File: src/rtl/btn_debounce.sv
// -----------------------------------------------------------------------------
// btn_debounce
//
// Pushbutton conditioner. Each raw button pin is polarity-normalised
// (1 = pressed), passed through a two-flop synchroniser and debounced: a new
// level is accepted only once it has been seen on every clock of a run of
// DEBOUNCE_CYCLES. Clean level, press/release strobes, a one-shot long-press
// strobe and a wrapping 3-bit press counter for one chosen channel are
// produced. Every output comes straight from a flop.
//
// Ports
//   clk            system clock, single domain
//   rst            synchronous active-high reset
//   btn_raw        raw asynchronous button pins
//   btn_state      debounced level per channel, 1 = pressed
//   press_pulse    one-cycle strobe when btn_state rises
//   release_pulse  one-cycle strobe when btn_state falls
//   long_pulse     one-cycle strobe once per press after LONG_CYCLES held
//   press_count    presses seen on channel COUNT_CH, modulo 8
// -----------------------------------------------------------------------------
module btn_debounce #(
  parameter int unsigned N_BTN           = 3,
  parameter int unsigned DEBOUNCE_CYCLES = 240000,
  parameter int unsigned LONG_CYCLES     = 12000000,
  parameter bit          ACTIVE_LOW      = 1'b1,
  parameter int unsigned COUNT_CH        = 0
) (
  input  logic             clk,
  input  logic             rst,
  input  logic [N_BTN-1:0] btn_raw,
  output logic [N_BTN-1:0] btn_state,
  output logic [N_BTN-1:0] press_pulse,
  output logic [N_BTN-1:0] release_pulse,
  output logic [N_BTN-1:0] long_pulse,
  output logic [2:0]       press_count
);

  localparam int unsigned DBW = $clog2(DEBOUNCE_CYCLES);
  localparam int unsigned LW  = $clog2(LONG_CYCLES + 1);

  // Last count value of a debounce run; reaching it with the new level still
  // present means the level has been stable for DEBOUNCE_CYCLES clocks.
  localparam logic [DBW-1:0] DB_LAST   = DBW'(DEBOUNCE_CYCLES - 1);
  localparam logic [LW-1:0]  LONG_LAST = LW'(LONG_CYCLES - 1);
  localparam logic [LW-1:0]  LONG_MAX  = LW'(LONG_CYCLES);

  // Polarity is fixed before synchronisation so everything downstream uses
  // 1 = pressed.
  logic [N_BTN-1:0] w_pressed;
  assign w_pressed = ACTIVE_LOW ? ~btn_raw : btn_raw;

  logic [N_BTN-1:0] r_sync1;
  logic [N_BTN-1:0] r_sync2;
  logic [N_BTN-1:0] r_state;
  logic [N_BTN-1:0] r_press_pulse;
  logic [N_BTN-1:0] r_release_pulse;
  logic [N_BTN-1:0] r_long_pulse;
  logic [2:0]       r_press_count;
  logic [DBW-1:0]   r_db_cnt   [N_BTN];
  logic [LW-1:0]    r_long_cnt [N_BTN];

  // NOTE: all state here is written with non-blocking assignments so every
  // flop samples the pre-edge value of its neighbours (r_sync2 reads the old
  // r_sync1, the long counter reads the old r_state), matching real hardware.
  always_ff @(posedge clk) begin
    if (rst) begin
      r_sync1         <= '0;
      r_sync2         <= '0;
      r_state         <= '0;
      r_press_pulse   <= '0;
      r_release_pulse <= '0;
      r_long_pulse    <= '0;
      r_press_count   <= '0;
      // NOTE: the counter arrays are only N_BTN entries of flops, not a RAM,
      // so resetting them is cheap and guarantees no stale debounce progress.
      for (int i = 0; i < N_BTN; i++) begin
        r_db_cnt[i]   <= '0;
        r_long_cnt[i] <= '0;
      end
    end else begin
      r_sync1 <= w_pressed;
      r_sync2 <= r_sync1;

      // Counts the registered strobe, so the count moves the cycle after the
      // press_pulse on COUNT_CH is visible. Wraps naturally at 3 bits.
      r_press_count <= r_press_count + 3'(r_press_pulse[COUNT_CH]);

      for (int i = 0; i < N_BTN; i++) begin
        r_press_pulse[i]   <= 1'b0;
        r_release_pulse[i] <= 1'b0;

        // Any sample matching the accepted level restarts the run, so partial
        // progress from a bounce is never kept.
        if (r_sync2[i] == r_state[i]) begin
          r_db_cnt[i] <= '0;
        end else if (r_db_cnt[i] == DB_LAST) begin
          r_state[i]         <= r_sync2[i];
          r_db_cnt[i]        <= '0;
          r_press_pulse[i]   <= r_sync2[i];
          r_release_pulse[i] <= ~r_sync2[i];
        end else begin
          r_db_cnt[i] <= r_db_cnt[i] + DBW'(1);
        end

        // Strobe on the edge where the hold count steps onto LONG_CYCLES;
        // the count then saturates so there is one strobe per press.
        r_long_pulse[i] <= r_state[i] && (r_long_cnt[i] == LONG_LAST);
        if (!r_state[i]) begin
          r_long_cnt[i] <= '0;
        end else if (r_long_cnt[i] != LONG_MAX) begin
          r_long_cnt[i] <= r_long_cnt[i] + LW'(1);
        end
      end
    end
  end

  assign btn_state     = r_state;
  assign press_pulse   = r_press_pulse;
  assign release_pulse = r_release_pulse;
  assign long_pulse    = r_long_pulse;
  assign press_count   = r_press_count;

endmodule

File: config.mk
export PLATFORM = sky130hd
export DESIGN_NAME = btn_debounce
export DESIGN_NICKNAME = d
export VERILOG_FILES = /design/src/rtl/btn_debounce.sv
export SDC_FILE = /design/constraint.sdc
export NUM_CORES = 1
export LEC_CHECK = 0
export CAP_MARGIN = 20
export CORE_MARGIN = 3
export CORE_UTILIZATION = 60
export DETAILED_ROUTE_END_ITERATION = 7
export GPL_ROUTABILITY_DRIVEN = 1
export PLACE_DENSITY = 0.78
export RECOVER_POWER = 25
export SYNTH_ARGS = -nofsm -noshare
export SYNTH_HDL_FRONTEND = slang
export SYNTH_SLANG_ARGS = --single-unit
File: constraint.sdc
create_clock -name clk -period 3.2 [get_ports clk]
set_clock_uncertainty 0.15 [all_clocks]
set_input_delay 0.32 -clock clk [delete_from_list [all_inputs] [get_ports clk]]
set_output_delay 0.32 -clock clk [all_outputs]
set_load 0.02 [all_outputs]
# Yosys cells after proc, flatten, opt, wreduce, memory -nomap -nowiden
# Memory sizes are Yosys's and may differ from the RTL's.
# Index checks and enable logic that the tools add are counted.
[totals]
regBits = 21
mem_bits_rw = 126
inputBits = 5
out_inout_bits = 15
word_cells = 139
n_memories = 2
[memory_table]
columns = ["name", "depth", "width", "read_ports", "rd_ports_with_merged_regs", "wr", "line_no", "rtl"]
rows = [
  ["r_long_cnt", 3, 24, 3, 0, 3, "60", "logic [LW-1:0] r_long_cnt [N_BTN];"],
  ["r_db_cnt", 3, 18, 3, 0, 3, "59", "logic [DBW-1:0] r_db_cnt [N_BTN];"],
]
[classes]
addsub = 7
eq_ne = 12
n_mux = 71
n_bitwise = 25
reduce_logical = 9
[ops]
columns = ["cell", "count"]
rows = [
  ["$mux 18", 9],
  ["$mux 24", 6],
  ["$add 24x1->24 const B", 3],
  ["$eq 24x24->1 const B", 3],
  ["$ne 24x24->1 const B", 3],
  ["$mux 1", 56],
  ["$add 18x1->18 const B", 3],
  ["$eq 18x18->1 const B", 3],
  ["$or 1x1->1", 15],
  ["$not 1->1", 9],
  ["$reduce_or 3->1", 3],
  ["$reduce_and 2->1", 3],
  ["$add 3x1->3", 1],
  ["$eq 1x1->1", 3],
  ["$logic_and 1x1->1", 3],
  ["$not 3->3", 1],
]

# Longest topological paths before layout
[depth]
ltp_word = 7
mapped_depth = 7
ltp_nobuf = 6

# Worst setup path after synthesis
# Ideal clock, no wire load.
[synth_path]
path_type = "reg2reg"
start = "memory r_long_cnt[0][13] (netlist name)"
end = "memory r_long_cnt[0][0] (netlist name), enable pin"
setup_time_ns = 0.425
t_arrival_ns = 1.996
t_required_ns = 2.625
slack_ns = 0.629
path_stages_with_launch = 5
path_buffers = 0
period_less_slack_ns = 2.571
path_cell_list = "edfxtp_1 or4b_2 nor4_1 nor2b_1 nand2_1"
[synth_lines]
columns = ["item", "line_no"]
rows = [
  ["start, declared", "60"],
]

==> key figures <==
CTS
  • # resized after CTS: 0
  • H-tree lvl count: 4
  • CTS Buffer Depth: 2
  • Clock root buffer master: clkbuf_16
  • CTS tree: yes
  • Clock tree sinks: 147
  • Worst-path clk slew: around 60 ps
  • Clk_lat worst skew: 420 ps
  • Hold_buf cts: 0
  • Total CTS buffers: 17
  • Post-CTS setup buffers: 0

STA
  • Endpoints failing setup: 0
  • Tmin final: 2637 ps
  • Worst slew pin tran: 1016 ps
  • Final period util: 82.40%
  • Total negative slack: 0 ps
  • Final worst-path setup slack: 563.2 ps
  • Slew Viols, Final: 0
  • Relative max-transition margin: about 32%
  • Peak Freq: approximately 0.38 GHz
  • Final hold vios: 0
  • RSZ-0062 raised after global routing: false

Floorplan
  • Die Span Y: about 120 um
  • Core area: 12310 sq um
  • Row count: 40
  • Initial Util: between 60 and 70%
  • Die ar.: 14320 sq um
  • Die width: 119.7 um
  • Io pins: 20

Layout
  • Fin util: 72.40%
  • Share of cells above drive strength 1: under 10%
  • # fillers: roughly 900
  • Most frequent cells in the layout: edfxtp_1, nor2_1, conb_1
  • Diodes inserted: 0
  • Final net count: 831
  • Most common cell after layout, fill and taps aside: edfxtp_1
  • Area growth syn-to-layout: 14.94%

Synth
  • Synthesized instance count: 739
  • Synth unique cells: 43
  • Post-synth EDFFs: 126
  • Synth top area share: between 40% and 50%
  • Sequential fraction of the synthesis area: 54.21%
  • Post-synthesis cell area: 7755 sq um
  • Synthesized flop and latch total: 147
  • Async SR Flop Fraction: 0%
  • Syn_area_per_cell: 10.49 sq um
  • Main flop type after synthesis: edfxtp_1
  • Synth area leaders: edfxtp_1, dfxtp_1, nor2_1
  • Synth warnings: 0
  • Yosys top cell by area: edfxtp_1

Worst setup path
  • Crit path DAT: between 2000 and 3000 ps
  • CP required: 3180 ps
  • CP Class: register to register
  • Crit path largest cell delay: 570 ps
  • Worst-path fanout max: 16
  • Bufs and invs on worst path: 0
  • Startpoint Class: register
  • Slowest cell on the critical path: o21ai_2
  • Worst path cell trace: or3b_2, or4_1, o21ai_2, a21oi_1
  • Crit end category: register
  • Top Family by Delay on Critical Path: simple AND/OR/NAND/NOR gates

Route
  • Post-DR wirelength/cell: 14.86 um
  • Number of DRC markers in iteration 0: roughly 440
  • Antenna viol nets, final: 0
  • DRT Pass-1 Iters: 5
  • Via count: 5825
  • Via density: 5.848
  • # DRC: 0
  • Routed WL: around 15000 um

Power and ir drop
  • Leak: 2.969 nW
  • Worst VDD drop: 0.5254 mV
  • PwrDens: about 470 nW/um^2

Global route
  • All-Layer GR Usage: about 22%
  • Gr ovfl total: 0
  • Initial antenna violation count: 0
  • First-pass GRT wire length: 25670 um
  • Vias in the first global route: 5625
  • Largest net degree at the start of global routing: 25

Status
  • Outcome: complete, no violations

Place
  • PortBufs: 19
  • DP Wirelength: 10320 um
  • Routability cong.: 0.8965
  • Place WS: 577.3 ps

Run
  • Max_cap viols: 0

Worst hold path
  • Hold/Removal Path Class: input pin to register
-- logic make-up (layout without fill, tap and decap cells) --
group | Yosys count | count (layout) | share of synthesized area, %
and+or+nand+nor | 373 | 373 | 26.28
DFF | 147 | 147 | 54.21
xor gates and xnor gates | 81 | 81 | 9.148
AOI/OAI and AO/OA | 80 | 80 | 5.889
buffers and inverters | 43 | 79 | 2.259
adders and majority gates | 11 | 11 | 1.775
muxes | 3 | 3 | 0.3872
other | 1 | 54 | 0.04836
-- metal layers --
metal | wire length (um) | vias to the layer above | share of wire [%] | global-route usage [%]
met5 | 0 | - | 0 | 0
li1 | - | 2849 | - | -
met1 | 6554 | 2797 | 44 | 28.07
met3 | 650 | 18 | 4.4 | 5.231
met2 | 7395 | 161 | 50 | 36.58
met4 | 196 | 0 | 1.3 | 7.015
-- sequential cells by signal, summed over array words and instances (netlist names) --
name	count
r_db_cnt	54
release_pulse	3
r_sync1	3
press_count	3
r_long_cnt	72
btn_state	3
r_sync2	3
long_pulse	3
press_pulse	3
-- worst reg2reg max path: cells and delay by family, from the launching register on --
| kind | cells | cell delay, ps |
|---|---|---|
| and+or+nand+nor | 2 | 1060 |
| AOI/OAI and AO/OA | 2 | 680 |
| DFF | 1 | 470 |
-- cell usage after synthesis (all sizes together) (5+ instances only) --
cell	count
nand4	44
or2	5
dfxtp	21
clkbuf	18
o21ai	22
inv	17
xnor2	39
a21oi	37
nor2	100
and3	14
or3	23
edfxtp	126
ha	11
or4	23
buf	8
nand2	40
nor4	13
nand2b	9
and4	14
nand3	38
nor2b	7
nor3	20
o31ai	18
xor2	42
-- stage by stage --
step                cells  total power [mW]  instance area [sq um]  hold WS [ps]
floorplan             792             2.216                   7954         236.7
global placement      964             2.236                   8325         268.8
detailed placement    964             2.241                   8325         296.0
CTS                   996             4.225                   8921         257.6
global route          996             4.337                   8914         273.4
finish                996             4.196                   8914         271.9
-- layout make-up --
| class | instances | area (sq um) | area share, % |
|---|---|---|---|
| inverter | 17 | 63.81 | 0.7159 |
| clock buffer | 22 | 464.2 | 5.208 |
| tap | 168 | 210.2 | 2.358 |
| multi-input combinational | 602 | 3575 | 40.10 |
| sequential | 147 | 4204 | 47.16 |
| timing repair buffer | 30 | 265.3 | 2.976 |
| clock inverter | 10 | 131.4 | 1.474 |
-- report_power, final --
| part | internal [mW] | total (mW) | switching [mW] | leakage, nW |
|---|---|---|---|---|
| logic | 0.0301 | 0.0713 | 0.0412 | 1.07 |
| registers | 2.10 | 2.13 | 0.0365 | 1.62 |
| clock network | 1.26 | 1.99 | 0.732 | 0.284 |
-- final timing paths --
kind	slack [ps]	end	cells past startpoint	startpoint
worst max-delay path	560	r_db_cnt[0][17]	4	r_db_cnt[0][12]
worst min-delay path	270	r_sync1[2]	2	btn_raw[2]
worst max register to register	560	r_db_cnt[0][17]	4	r_db_cnt[0][12]
worst min register to register	300	r_sync2[0]	1	r_sync1[0]
No activity file was read; power rests on OpenSTA's default activity.
